<file path="src/rtl/io_bus_bridge_pkg.sv">
// Shared types and defaults for the processor-to-I/O-block bridge.
package io_bus_pkg;

  typedef enum logic {
    IDLE   = 1'b0,
    ACCESS = 1'b1
  } state_t;

  typedef enum logic {
    ACC_RD = 1'b0,
    ACC_WR = 1'b1
  } kind_t;

  localparam int DEF_DW         = 32;
  localparam int DEF_AW         = 30;
  localparam int DEF_REG_AW     = 4;
  localparam int DEF_NUM_BLOCKS = 8;
  localparam int DEF_TIMEOUT    = 15;
  localparam int MAX_BLOCKS     = 16;

  // One-hot select for a block index; all zeros when the index is unmapped.
  function automatic logic [MAX_BLOCKS-1:0] onehot_sel(input logic [3:0] index,
                                                       input int num_blocks);
    logic [MAX_BLOCKS-1:0] sel;
    sel = '0;
    if (int'(index) < num_blocks) sel[index] = 1'b1;
    return sel;
  endfunction

endpackage

</file>
<file path="src/rtl/io_bus_bridge_if.sv">
// Processor-side request/response and block-side strobe signals of the bridge.
// master: the bridge itself; slave: the processor plus the I/O blocks.
interface io_bus_bridge_if
  import io_bus_pkg::*;
#(
  parameter int DW         = DEF_DW,
  parameter int AW         = DEF_AW,
  parameter int NUM_BLOCKS = DEF_NUM_BLOCKS,
  parameter int REG_AW     = DEF_REG_AW
) ();

  logic [AW-1:0]         Sys_Address;
  logic [DW-1:0]         Sys_WrData;
  logic                  Sys_WrEn;
  logic                  Sys_RdEn;
  logic                  Sys_Busy;
  logic                  Sys_Done;
  logic                  Sys_Error;
  logic [DW-1:0]         Sys_RdData;
  logic                  Sys_RdValid;
  logic [NUM_BLOCKS-1:0] Blk_Select;
  logic [REG_AW-1:0]     Blk_RegAddress;
  logic [DW-1:0]         Blk_WrData;
  logic                  Blk_WrEn;
  logic                  Blk_RdEn;
  logic [DW-1:0]         Blk_RdData [NUM_BLOCKS];
  logic [NUM_BLOCKS-1:0] Blk_Ready;

  modport master (
    input  Sys_Address, Sys_WrData, Sys_WrEn, Sys_RdEn, Blk_RdData, Blk_Ready,
    output Sys_Busy, Sys_Done, Sys_Error, Sys_RdData, Sys_RdValid,
           Blk_Select, Blk_RegAddress, Blk_WrData, Blk_WrEn, Blk_RdEn
  );

  modport slave (
    output Sys_Address, Sys_WrData, Sys_WrEn, Sys_RdEn, Blk_RdData, Blk_Ready,
    input  Sys_Busy, Sys_Done, Sys_Error, Sys_RdData, Sys_RdValid,
           Blk_Select, Blk_RegAddress, Blk_WrData, Blk_WrEn, Blk_RdEn
  );

endinterface

</file>
<file path="src/rtl/io_bus_bridge_timeout.sv">
// Wait-state counter for the bridge; flags expiry when the selected block
// has not answered within TIMEOUT_CYCLES wait cycles.
module io_bus_timeout #(
  parameter int TIMEOUT_CYCLES = 15
) (
  input  logic clk,
  input  logic rst_n,
  input  logic start,
  input  logic active,
  input  logic ready,
  output logic expired
);

  localparam int CW = $clog2(TIMEOUT_CYCLES + 1);

  logic [CW-1:0] cnt_q;

  // Clear on access entry, count each access cycle that ends without Ready.
  always_ff @(posedge clk or negedge rst_n) begin
    if (!rst_n) begin
      cnt_q <= '0;
    end else if (start) begin
      cnt_q <= '0;
    end else if (active && !ready && (cnt_q != CW'(TIMEOUT_CYCLES))) begin
      cnt_q <= cnt_q + CW'(1);
    end
  end

  // Ready in the limit cycle takes priority over expiry.
  assign expired = active && !ready && (cnt_q == CW'(TIMEOUT_CYCLES));

endmodule

</file>
<file path="src/rtl/io_bus_bridge.sv">
// Processor-to-I/O-block bridge: decodes a word address into a one-hot block
// select plus register offset and runs one single-beat access at a time.
// Optional wait timeout: define IO_BUS_BRIDGE_TIMEOUT_EN.
//
//   state  | meaning
//   IDLE   | no access in flight; requests sampled, errors answered directly
//   ACCESS | strobes driven from captured request until selected Ready
module io_bus_bridge
  import io_bus_pkg::*;
#(
  parameter int DW             = DEF_DW,
  parameter int AW             = DEF_AW,
  parameter int NUM_BLOCKS     = DEF_NUM_BLOCKS,
  parameter int REG_AW         = DEF_REG_AW,
  parameter int TIMEOUT_CYCLES = DEF_TIMEOUT
) (
  input logic             clk,
  input logic             rst_n,
  io_bus_bridge_if.master bus
);

  localparam int BAW = (NUM_BLOCKS > 1) ? $clog2(NUM_BLOCKS) : 1;

  state_t                state_q, state_d;
  kind_t                 kind_q;
  logic [BAW-1:0]        idx_q;
  logic [REG_AW-1:0]     off_q;
  logic [DW-1:0]         wdata_q;
  logic [DW-1:0]         rdata_q;
  logic                  done_q, err_q;
  logic                  done_d, err_d, capture;
  logic [BAW-1:0]        idx_in;
  logic                  mapped, in_access, ready_sel, expired;
  logic [MAX_BLOCKS-1:0] sel_full;
  logic [NUM_BLOCKS-1:0] blk_sel;
  logic [DW-1:0]         rd_mux;

  assign idx_in    = bus.Sys_Address[REG_AW +: BAW];
  assign mapped    = int'(idx_in) < NUM_BLOCKS;
  assign in_access = (state_q == ACCESS);
  assign sel_full  = onehot_sel(4'(idx_q), NUM_BLOCKS);
  assign blk_sel   = sel_full[NUM_BLOCKS-1:0];
  assign ready_sel = |(bus.Blk_Ready & blk_sel);

  if (NUM_BLOCKS < MAX_BLOCKS) begin : g_sel_hi
    logic unused_sel_hi;
    assign unused_sel_hi = |sel_full[MAX_BLOCKS-1:NUM_BLOCKS];
  end

  if (AW > REG_AW + BAW) begin : g_addr_hi
    logic unused_addr_hi;
    assign unused_addr_hi = |bus.Sys_Address[AW-1:REG_AW+BAW];
  end

  // Read-data mux over the captured block select.
  always_comb begin
    rd_mux = '0;
    for (int i = 0; i < NUM_BLOCKS; i++) begin
      if (blk_sel[i]) rd_mux = bus.Blk_RdData[i];
    end
  end

`ifdef IO_BUS_BRIDGE_TIMEOUT_EN
  logic enter_access;
  assign enter_access = (state_q == IDLE) && (state_d == ACCESS);

  io_bus_timeout #(
    .TIMEOUT_CYCLES(TIMEOUT_CYCLES)
  ) u_timeout (
    .clk    (clk),
    .rst_n  (rst_n),
    .start  (enter_access),
    .active (in_access),
    .ready  (ready_sel),
    .expired(expired)
  );
`else
  localparam int unused_timeout = TIMEOUT_CYCLES;
  assign expired = 1'b0;
`endif

  // Next-state and completion decode.
  always_comb begin
    state_d = state_q;
    done_d  = 1'b0;
    err_d   = 1'b0;
    capture = 1'b0;
    case (state_q)
      IDLE: begin
        if (bus.Sys_WrEn || bus.Sys_RdEn) begin
          capture = 1'b1;
          if (mapped && !(bus.Sys_WrEn && bus.Sys_RdEn)) begin
            state_d = ACCESS;
          end else begin
            done_d = 1'b1;
            err_d  = 1'b1;
          end
        end
      end
      ACCESS: begin
        if (ready_sel) begin
          state_d = IDLE;
          done_d  = 1'b1;
        end else if (expired) begin
          state_d = IDLE;
          done_d  = 1'b1;
          err_d   = 1'b1;
        end
      end
      default: state_d = IDLE;
    endcase
  end

  // State, request capture, completion flags and read-data return.
  always_ff @(posedge clk or negedge rst_n) begin
    if (!rst_n) begin
      state_q <= IDLE;
      kind_q  <= ACC_RD;
      idx_q   <= '0;
      off_q   <= '0;
      wdata_q <= '0;
      rdata_q <= '0;
      done_q  <= 1'b0;
      err_q   <= 1'b0;
    end else begin
      state_q <= state_d;
      done_q  <= done_d;
      err_q   <= err_d;
      if (capture) begin
        kind_q  <= bus.Sys_WrEn ? ACC_WR : ACC_RD;
        idx_q   <= idx_in;
        off_q   <= bus.Sys_Address[REG_AW-1:0];
        wdata_q <= bus.Sys_WrData;
      end
      if (in_access && ready_sel && (kind_q == ACC_RD)) rdata_q <= rd_mux;
    end
  end

  assign bus.Sys_Busy       = in_access;
  assign bus.Sys_Done       = done_q;
  assign bus.Sys_Error      = err_q;
  assign bus.Sys_RdData     = rdata_q;
  assign bus.Sys_RdValid    = done_q && !err_q && (kind_q == ACC_RD);
  assign bus.Blk_Select     = in_access ? blk_sel : '0;
  assign bus.Blk_RegAddress = in_access ? off_q : '0;
  assign bus.Blk_WrData     = in_access ? wdata_q : '0;
  assign bus.Blk_WrEn       = in_access && (kind_q == ACC_WR);
  assign bus.Blk_RdEn       = in_access && (kind_q == ACC_RD);

endmodule
</file>
<file path="src/flat_wrapper.sv">
// flat-port wrapper written by rule: the top's interface ports become plain ports
module io_bus_bridge_flat import io_bus_pkg::*;
#(
  parameter int DW             = DEF_DW,
  parameter int AW             = DEF_AW,
  parameter int NUM_BLOCKS     = DEF_NUM_BLOCKS,
  parameter int REG_AW         = DEF_REG_AW,
  parameter int TIMEOUT_CYCLES = DEF_TIMEOUT
)
  (clk, rst_n, bus_Sys_Address, bus_Sys_WrData, bus_Sys_WrEn, bus_Sys_RdEn, bus_Blk_RdData, bus_Blk_Ready, bus_Sys_Busy, bus_Sys_Done, bus_Sys_Error, bus_Sys_RdData, bus_Sys_RdValid, bus_Blk_Select, bus_Blk_RegAddress, bus_Blk_WrData, bus_Blk_WrEn, bus_Blk_RdEn);
  io_bus_bridge_if #(.DW(DW), .AW(AW), .NUM_BLOCKS(NUM_BLOCKS), .REG_AW(REG_AW)) bus_i ();
  input logic clk;
  input logic rst_n;
  input wire logic [$bits(bus_i.Sys_Address)-1:0] bus_Sys_Address;
  input wire logic [$bits(bus_i.Sys_WrData)-1:0] bus_Sys_WrData;
  input wire logic [$bits(bus_i.Sys_WrEn)-1:0] bus_Sys_WrEn;
  input wire logic [$bits(bus_i.Sys_RdEn)-1:0] bus_Sys_RdEn;
  input wire logic [$bits(bus_i.Blk_RdData)-1:0] bus_Blk_RdData;
  input wire logic [$bits(bus_i.Blk_Ready)-1:0] bus_Blk_Ready;
  output wire logic [$bits(bus_i.Sys_Busy)-1:0] bus_Sys_Busy;
  output wire logic [$bits(bus_i.Sys_Done)-1:0] bus_Sys_Done;
  output wire logic [$bits(bus_i.Sys_Error)-1:0] bus_Sys_Error;
  output wire logic [$bits(bus_i.Sys_RdData)-1:0] bus_Sys_RdData;
  output wire logic [$bits(bus_i.Sys_RdValid)-1:0] bus_Sys_RdValid;
  output wire logic [$bits(bus_i.Blk_Select)-1:0] bus_Blk_Select;
  output wire logic [$bits(bus_i.Blk_RegAddress)-1:0] bus_Blk_RegAddress;
  output wire logic [$bits(bus_i.Blk_WrData)-1:0] bus_Blk_WrData;
  output wire logic [$bits(bus_i.Blk_WrEn)-1:0] bus_Blk_WrEn;
  output wire logic [$bits(bus_i.Blk_RdEn)-1:0] bus_Blk_RdEn;
  assign bus_i.Sys_Address = bus_Sys_Address;
  assign bus_i.Sys_WrData = bus_Sys_WrData;
  assign bus_i.Sys_WrEn = bus_Sys_WrEn;
  assign bus_i.Sys_RdEn = bus_Sys_RdEn;
  assign bus_i.Blk_RdData = {>>{bus_Blk_RdData}};
  assign bus_i.Blk_Ready = bus_Blk_Ready;
  assign bus_Sys_Busy = bus_i.Sys_Busy;
  assign bus_Sys_Done = bus_i.Sys_Done;
  assign bus_Sys_Error = bus_i.Sys_Error;
  assign bus_Sys_RdData = bus_i.Sys_RdData;
  assign bus_Sys_RdValid = bus_i.Sys_RdValid;
  assign bus_Blk_Select = bus_i.Blk_Select;
  assign bus_Blk_RegAddress = bus_i.Blk_RegAddress;
  assign bus_Blk_WrData = bus_i.Blk_WrData;
  assign bus_Blk_WrEn = bus_i.Blk_WrEn;
  assign bus_Blk_RdEn = bus_i.Blk_RdEn;
  io_bus_bridge #(.DW(DW), .AW(AW), .NUM_BLOCKS(NUM_BLOCKS), .REG_AW(REG_AW), .TIMEOUT_CYCLES(TIMEOUT_CYCLES)) u_core (.clk(clk), .rst_n(rst_n), .bus(bus_i));
endmodule
</file>
<file path="config.mk">
export PLATFORM = sky130hd
export DESIGN_NAME = io_bus_bridge_flat
export DESIGN_NICKNAME = d
export VERILOG_FILES = /design/src/rtl/io_bus_bridge_pkg.sv /design/src/rtl/io_bus_bridge_if.sv /design/src/rtl/io_bus_bridge_timeout.sv /design/src/rtl/io_bus_bridge.sv /design/src/flat_wrapper.sv
export SDC_FILE = /design/constraint.sdc
export NUM_CORES = 1
export LEC_CHECK = 0
export BUFFER_PORTS_ARGS = -buffer_cell sky130_fd_sc_hd__buf_4
export CAP_MARGIN = 10
export CELL_PAD_IN_SITES_DETAIL_PLACEMENT = 2
export CELL_PAD_IN_SITES_GLOBAL_PLACEMENT = 2
export CORE_ASPECT_RATIO = 0.75
export CORE_MARGIN = 2
export CORE_UTILIZATION = 22
export CTS_CLUSTER_DIAMETER = 100
export DETAILED_ROUTE_END_ITERATION = 8
export GPL_TIMING_DRIVEN = 0
export PLACE_DENSITY = 0.83
export RECOVER_POWER = 25
export SLEW_MARGIN = 20
export SYNTH_ARGS = -nofsm -noshare
export SYNTH_HDL_FRONTEND = slang
export SYNTH_SLANG_ARGS = --single-unit
</file>
<file path="constraint.sdc">
create_clock -name clk -period 2.09 [get_ports clk]
set_input_delay 0.418 -clock clk [delete_from_list [all_inputs] [get_ports clk]]
set_output_delay 0.418 -clock clk [all_outputs]
set_load 0.05 [all_outputs]
</file>
==> results of run 1 <==
## kinds of logic after synthesis
family / after synthesis / share of synthesized area
fa+ha+maj: 2 / 0.00461
flops: 75 / 0.346
mux: 118 / 0.288
simple gates: 99 / 0.107
compound gates: 149 / 0.196
buf+inv: 63 / 0.0585
## path summary, 6_finish.rpt
| check | start | end | slack (ps) |
|---|---|---|---|
| min | bus_Sys_Address[4] | u_core.idx_q[0] | 290 |
| min in group asynchronous | rst_n | u_core.bus.Sys_RdData[19] | 590 |
| max in group asynchronous | rst_n | u_core.idx_q[1] | 270 |
| max reg2reg | u_core.idx_q[1] | u_core.bus.Sys_RdData[28] | -10 |
| min reg2reg | u_core.bus.Sys_RdData[0] | u_core.bus.Sys_RdData[0] | 500 |
| max | u_core.idx_q[1] | bus_Blk_Select[4] | -40 |
## stage by stage
stage | setup slack [ps] | hold WS, ps | std cells | TNS, ps | utilization
3_5_place_dp | -454 | 485 | 1225 | -7150 | 0.365
2_1_floorplan | -127 | 122 | 506 | -264 | -
6_report | -43.0 | 290 | 1264 | -110 | 0.398
4_1_cts | -61.1 | 276 | 1256 | -275 | 0.391
5_1_grt | -104 | 277 | 1264 | -2510 | 0.398
3_3_place_gp | -440 | 477 | 1225 | -6510 | 0.365
## timing repair
item / 4_1_cts / 5_1_grt
endpoints found under the setup margin: 78 / 86
setup buffers: 16 / 8
resized for setup: 66 / 29
pin swaps: 2 / 1
gates cloned: 0 / 0
## final cells by class
type / instances / area [µm²]
clock inverter: 7 / 70.1
timing repair buffer: 412 / 3120
sequential: 75 / 1880
clock buffer: 9 / 225
inverter: 5 / 21.3
buffer: 57 / 493
multi-input combinational: 368 / 3370
fill: 2650 / 14500
tap: 331 / 414
## cell usage in the layout (no fill, tap or decap), types with 3 or more instances in the layout
cell type,instances
nor3b_1,20
a32o_1,20
a22oi_1,20
clkbuf_1,14
and2_1,37
a21oi_2,8
clkbuf_4,3
clkbuf_2,5
a31oi_1,13
buf_6,14
a21o_1,20
o221ai_1,19
mux2_2,60
mux4_2,24
buf_8,5
and3_1,3
nor2_1,3
dfrtp_1,73
mux2i_1,33
buf_2,12
inv_1,3
clkbuf_16,11
a21oi_1,43
nand2_1,23
buf_4,408
buf_12,5
## critical path, stage by stage (launching register included)
cell,delay (ps)
dfrtp_2,450
buf_8,140
buf_8,120
buf_12,120
nand2b_4,180
nor3b_4,190
buf_6,180
## sequential cells by signal (all words and copies together) (netlist names)
| name | count |
|---|---|
| u_core.bus.Sys_Busy | 1 |
| u_core.kind_q | 1 |
| u_core.bus.Sys_Error | 1 |
| u_core.bus.Sys_Done | 1 |
| u_core.off_q | 4 |
| u_core.idx_q | 3 |
| u_core.wdata_q | 32 |
| u_core.bus.Sys_RdData | 32 |
## routing by layer
metal | wire length, µm | vias up | global-route usage
met4 | 418 | 0 | 0.0464
li1 | - | 2786 | -
met2 | 15600 | 263 | 0.412
met1 | 12700 | 3083 | 0.286
met5 | 0 | - | 0
met3 | 2170 | 23 | 0.0549
## synthesized netlist by cell type, types with 22 or more instances
cell type  count
dfrtp_1       75
mux2_2        60
a21oi_1       52
and2_1        38
mux2i_1       33
clkbuf_1      26
mux4_2        24
nand2_1       23
nor3b_1       22
## power breakdown
group / switching (mW) / total, mW / internal [mW]
logic: 7.51 / 12.5 / 4.95
clock network: 0.717 / 1.55 / 0.836
registers: 0.450 / 2.64 / 2.19
==> metrics, run 1 <==
status=finished, violations left; failing checks=capacitance limit, slew limit, setup timing; crit share post-route=1.02; slew margin rel.=-0.225; Post-DP Area=8800 µm²; Slew @ Worst Pin=1840 ps; H-tree depth=3; CP Class=reg -> out; RePlAce Congestion=0.802; Reg2Reg Depth=7; Die X=185 µm; Worst Hold Class=in -> reg; sequential area share after synthesis=0.346; number of global-route vias before repair=6,981; mean post-synth cell area=10.7 µm²; clk_lat worst skew=340 ps; largest net degree at the start of global routing=76; PD cells=1740 nW/µm²; Synth-to-Final Area Change=76.6%; Cell variety after synth=33; layout cell share with drive strength beyond 1=0.623; RSZ-0062 raised after global routing=yes; critical path data required time=1670 ps; Worst VDD drop=0.683 mV; Final Hold Viols=0; post-detailed-route count of antenna-violating nets=0; Finished Cell Area=9590 µm²; fin worst setup slack=-43.0 ps; Max clock buf depth=2; Crit. End Element=output pin; min Tclk post-route=2130 ps; total I/O pin count=412; Via density=4.87; total number of vias=6,155; largest area contributor in the netlist=dfrtp_1; Synth Flop Type=dfrtp_1; # hold bufs at CTS=0; Slew Limit Fails=76; Clock transition at path regs=60 ps; Max-cap violations=1; Post-DP HPWL=25.0 mm; initial antenna violation count=0; Core Area=24,100 µm²; Die H=140 µm; first-pass GRT wire length=44.2 mm; Fmax=469 MHz; post-synthesis register bit count=75; CTS tree=done; Area contributors post-synth=dfrtp_1 35%, mux2_2 12%, mux4_2 10%, mux2i_1 6.1%, a21oi_1 4.8%; first-pass detailed-route iteration total=8; WL/cell=24.5 µm; Total Routing Usage GR=0.232; # nets final=1,260; Min-Delay Path Depth=3; # rows=49; drt total wl=30.9 mm; Worst Path Max Fanout=4; Leak=4.56 nW; starting density of the core=0.225; Cells after Synth=506; Net Count, Synth=838; Remaining DRCs=0; cts bufs inserted=9; Clock Skew=7.00 ps; grt total ovfl=0; root buffer cell=clkbuf_16; Post-synth EDFFs=0; Port-buffer cells=388; Synth top area share=0.346; Synth async-reset ratio=1.00; Synth Cell Area=5430 µm²; Sink Count=75; ant diodes=0; Power Total=16.6 mW; Worst EP arrival=1720 ps; CP Launch Type=flop; die area=26,000 µm²; Yosys Warn Count=0; drt initial violations=290; # setup viols final=7
No activity file was read; power rests on OpenSTA's default activity.
==> inputs of run 2 (changes only) <==
clock period = 2.35 ns   (was 2.09 ns; I/O delays follow)
==> metrics, run 2 (synthesis results as in run 1) <==
Total Routing Usage GR=0.226 (-0.00608); WL/cell=23.8 µm (-2.9%); Sink Count=75 (unchanged); most frequent cells in the layout=392 x buf_4, 73 x dfrtp_1, 60 x mux2_2; H-tree depth=3 (unchanged); Clock transition at path regs=70 ps (about the same); crit share post-route=0.963; Worst EP arrival=1790 ps (+70 ps); CTS tree=done; # nets final=1,235 (-2.0%); Worst VDD drop=0.554 mV (-19%); PD cells=1540 nW/µm² (-12%); Core Util, Final=0.381 (-0.0169); post-detailed-route count of antenna-violating nets=0 (unchanged); fillcell total=2,666 (+0.60%); grt total ovfl=0 (unchanged); critical path data required time=1880 ps (+210 ps); slew margin rel.=-0.295 (-0.0699); RePlAce Congestion=0.778 (-3.0%); first-pass GRT wire length=43.4 mm (-1.9%); # hold bufs at CTS=0 (unchanged); CP Class=reg -> out; dpl cells=1,225 (unchanged); RSZ-0062 raised after global routing=no; status=finished, violations left; cts bufs inserted=9 (unchanged); Worst Hold Class=in -> reg; final cell count without fillers=1,239 (-2.0%); Synth-to-Final Area Change=69.1%; starting density of the core=0.225 (unchanged); CP Launch Type=flop; clk_lat worst skew=340 ps (about the same); root buffer cell=clkbuf_16; Die H=140 µm (unchanged); Leak=4.37 nW (-4.0%); Via density=4.89 (+0.49%); failing checks=capacitance limit, slew limit; dpl ws=-201 ps (+253 ps); die area=26,000 µm² (unchanged); Max-cap violations=1 (unchanged); Fmax=442 MHz; layout cell share with drive strength beyond 1=0.594 (-0.0291); footprint of the multi-input gates=3260 µm² (-3.0%); total I/O pin count=412 (unchanged); Slew @ Worst Pin=1940 ps (+105 ps); # rows=49 (unchanged); fin worst setup slack=86.5 ps (+130 ps); largest net degree at the start of global routing=76 (unchanged); min Tclk post-route=2260 ps; Final Hold Viols=0 (unchanged); Clock Skew=5.32 ps (-1.68 ps); Worst Path Max Fanout=10 (+6); Core Area=24,100 µm² (unchanged); initial antenna violation count=0 (unchanged); Remaining DRCs=0 (unchanged); Slew Limit Fails=76 (unchanged); Max clock buf depth=2 (unchanged); Die X=185 µm (unchanged); first-pass detailed-route iteration total=4 (-4); Post-DP HPWL=24.3 mm (-2.9%); ant diodes=0 (unchanged); total number of vias=6,063 (-1.5%); drt total wl=29.4 mm (-4.8%); Port-buffer cells=388 (unchanged); drt initial violations=255 (-12%); # setup viols final=0 (-7); number of global-route vias before repair=6,912 (-0.99%); Register Area=1880 µm² (unchanged); Finished Cell Area=9180 µm² (-4.2%); Crit. End Element=output pin; most common cell after layout, fill and taps aside=buf_4; Post-DP Area=8770 µm² (-0.38%)
run 2: cell count changes in the layout (fill, tap and decap cells not counted), sizes merged:
| cell | previous run | this run |
|---|---|---|
| clkinv | 3 | 0 |
| inv | 8 | 9 |
| buf | 445 | 420 |
| bufinv | 0 | 2 |
run 2: what timing repair did:
item / in CTS / in global routing
resized for setup: 28 / 7
buffers inserted: 0 / 1
setup endpoints to repair: 47 / 8
run 2: critical path: stages, from the launching register on:
cell and delay [ps]:
dfrtp_2 430, buf_6 160, buf_6 170, clkbuf_8 190, nor4bb_4 250, buf_4 240
run 2: per-layer routing:
layer | vias to the layer above | track usage | wire, µm
met5 | - | 0 | 0
met4 | 0 | 0.0714 | 869
met3 | 46 | 0.0554 | 1850
met2 | 249 | 0.382 | 14300
met1 | 3039 | 0.283 | 12400
li1 | 2729 | - | -
run 2: report_power, final:
group          switching [mW]  internal, mW  total [mW]
Sequential              0.368          1.94        2.31
Combinational            6.37          3.81        10.2
Clock                   0.669         0.952        1.62
Total                    7.40          6.70        14.1
run 2: worst paths after layout:
| check | cells after the start | end | startpoint | slack [ps] |
|---|---|---|---|---|
| setup / recovery | 5 | bus_Blk_Select[2] | u_core.idx_q[2] | 90 |
| hold / removal | 3 | u_core.idx_q[0] | bus_Sys_Address[4] | 330 |
| setup reg to reg | 6 | u_core.bus.Sys_RdData[11] | u_core.idx_q[0] | 200 |
| hold reg to reg | 1 | u_core.bus.Sys_RdData[28] | u_core.bus.Sys_RdData[28] | 490 |
| max in group asynchronous | 1 | u_core.idx_q[2] | rst_n | 370 |
| min in group asynchronous | 1 | u_core.wdata_q[4] | rst_n | 620 |
run 2: area by class of cell:
cell class / instances / area share
inverters: 5 / 0.00232
well taps: 331 / 0.0451
plain buffers: 55 / 0.0380
clock buffers: 9 / 0.0245
multi-input cells: 368 / 0.356
clock inverters: 7 / 0.0115
flip-flops and latches: 75 / 0.205
repair buffers: 389 / 0.318
run 2: per-stage QoR:
stage	setup TNS [ps]	hold slack [ps]	total power, mW
global placement	-611	477	12.2
global route	0	337	15.0
detailed placement	-664	483	12.5
floorplan	-662	174	8.93
finish	0	331	14.1
CTS	0	321	14.2
==> inputs of run 3 (changes only) <==
HOLD_SLACK_MARGIN = 0.06   (was default)
PLACE_DENSITY = 0.82   (was 0.83)
SYNTH_HIERARCHICAL = 1   (was default)
==> metrics, run 3 <==
status=finished, violations left; failing checks=capacitance limit, slew limit; Slew @ Worst Pin=1850 ps (-95.4 ps); Hold Startpoint=bus_Sys_WrData[3]; Cells after Synth=440 (-13%); sequential area share after synthesis=0.352 (+0.00583); Via density=4.65 (-5.1%); CP Class=reg -> out; # nets final=1,176 (-4.8%); crit share post-route=0.976 (+0.0126); first-pass detailed-route iteration total=4 (unchanged); root buffer cell=clkbuf_16; Max clock buf depth=2 (unchanged); fillcell total=2,587 (-3.0%); Clock Skew=9.38 ps (+4.06 ps); PD cells=1440 nW/µm² (-6.6%); Port-buffer cells=388 (unchanged); Crit. End Element=output pin; Area contributors post-synth=dfrtp_1 35%, mux2_2 25%, mux4_2 17%, and2_1 4.5%, nor2b_1 3.2%; total number of vias=5,366 (-11%); CP startpoint=u_core/idx_q[0]; clk_lat worst skew=340 ps (about the same); post-detailed-route count of antenna-violating nets=0 (unchanged); Reg2Reg Launch Point=u_core/idx_q[0]; Post-synth EDFFs=0 (unchanged); H-tree depth=3 (unchanged); Synth top area share=0.352 (+0.00583); Fmax=436 MHz (-1.3%); Net Count, Synth=772 (-7.9%); Die X=184 µm (-0.81%); most common cell after layout, fill and taps aside=buf_4; Reg2Reg Depth=6 (unchanged); Core Util, Final=0.384 (+0.00262); Die H=139 µm (-0.81%); Total Routing Usage GR=0.204 (-0.0219); RePlAce Congestion=0.754 (-3.1%); number of global-route vias before repair=6,394 (-7.5%); Leak=4.16 nW (-4.9%); CP Launch Type=flop; grt total ovfl=0 (unchanged); Max-cap violations=1 (unchanged); most common cell in the netlist=mux2_2; cts bufs inserted=9 (unchanged); WL/cell=22.7 µm (-4.5%); Min-Delay Path Depth=2 (-1); Final Hold Viols=0 (unchanged); drt initial violations=143 (-44%); mean post-synth cell area=12.1 µm² (+13%); RSZ-0062 raised after global routing=yes; starting density of the core=0.223 (-0.00203); Slew Limit Fails=76 (unchanged); Worst VDD drop=0.388 mV (-30%); Clock transition at path regs=70 ps (about the same); total I/O pin count=412 (unchanged); largest net degree at the start of global routing=76 (unchanged); largest area contributor in the netlist=dfrtp_1; slew margin rel.=-0.231 (+0.0636); Yosys Warn Count=6 (+6); CTS tree=done; min Tclk post-route=2290 ps (+29.5 ps); Worst Hold Class=in -> reg; Synth-to-Final Area Change=71.8%; critical path data required time=1880 ps (about the same); most frequent cells in the layout=391 x buf_4, 117 x mux2_2, 72 x dfrtp_1; Cell variety after synth=25 (-24%); die area=25,500 µm² (-1.6%); Remaining DRCs=0 (unchanged); layout cell share with drive strength beyond 1=0.720 (+0.126); Core Area=23,900 µm² (-0.76%); Worst Path Max Fanout=10 (unchanged); initial antenna violation count=0 (unchanged); post-synthesis register bit count=75 (unchanged); Sink Count=75 (unchanged); Synth Cell Area=5340 µm² (-1.7%); ant diodes=0 (unchanged); # setup viols final=0 (unchanged); first-pass GRT wire length=38.5 mm (-11%); Post-synth top cells=117 x mux2_2, 75 x dfrtp_1, 41 x mux4_2; final hold slack=354 ps (+23.0 ps); Synth async-reset ratio=1.00 (unchanged); drt total wl=26.2 mm (-11%); Post-DP HPWL=21.3 mm (-12%); # rows=49 (unchanged); Worst EP arrival=1820 ps (+30 ps); Synth Flop Type=dfrtp_1
-- run 3: cell types whose count changed after synthesis, sizes merged, moves of 17 or more --
cell    delta
buf       -17
nor3b     -19
a21o      -20
a22oi     -20
nor2b     +25
a32o      -20
mux4      +17
mux2i     -31
a21oi     -52
o221ai    -20
mux2      +56
-- run 3: final cells by class --
cell class,count,area (µm²),area share
plain buffers,37,265,0.0289
clock buffers,9,225,0.0246
clock inverters,7,82.6,0.00900
inverters,3,11.3,0.00123
multi-input cells,321,3320,0.362
flip-flops and latches,75,1880,0.205
well taps,306,383,0.0417
repair buffers,397,3000,0.327
-- run 3: path summary, 6_finish.rpt --
check	endpoint	slack, ps
setup / recovery	bus_Blk_Select[4]	60
hold / removal	u_core/wdata_q[3]	350
setup reg to reg	u_core/bus.Sys_RdData[7]	100
hold reg to reg	u_core/wdata_q[17]	500
max in group asynchronous	u_core/bus.Sys_Busy	470
min in group asynchronous	u_core/bus.Sys_RdData[24]	630
-- run 3: cells by family (layout without fill, tap and decap cells) --
kind of cell    count (synthesis)  in the layout  share of synthesized area
mux                           160            160                      0.423
fa+ha+maj                       2              2                    0.00469
buf+inv                        44            453                     0.0377
flops                          75             75                      0.352
simple gates                  120            120                      0.129
compound gates                 39             39                     0.0537
-- run 3: power breakdown --
group          internal [mW]  switching [mW]
Sequential              1.96           0.396
Clock                  0.843           0.647
Combinational           3.92            5.39
-- run 3: routing by layer --
layer / share of wire / track usage
met1: 0.38 / 0.232
met2: 0.54 / 0.383
met3: 0.067 / 0.0504
met4: 0.014 / 0.0463
met5: 0 / 0
-- run 3: metrics by stage --
stage,area [µm²],setup TNS (ps),cells,setup WS [ps],total power [mW]
global placement,8660,-8400,1134,-548,11.3
floorplan,5370,-334,440,-133,8.42
global route,9170,-15.0,1155,-15.0,14.0
CTS,9110,-0.310,1150,-0.310,13.3
detailed placement,8660,-9250,1134,-605,11.5
finish,9170,0,1155,57.0,13.2
-- run 3: worst max-delay path, stage by stage (launching register included) --
cell and delay (ps):
dfrtp_1 410, buf_8 160, buf_12 150, buf_8 150
clkbuf_16 170, nand2b_4 170, nor2_4 110, buf_6 160
-- run 3: repair_timing --
item / CTS / global route
hold buffers: 0 / 0
buffers inserted: 3 / 6
pin swaps: 1 / 2
endpoints found under the setup margin: 77 / 11
gates resized for setup: 42 / 9
hold endpoints to repair: 0 / 0
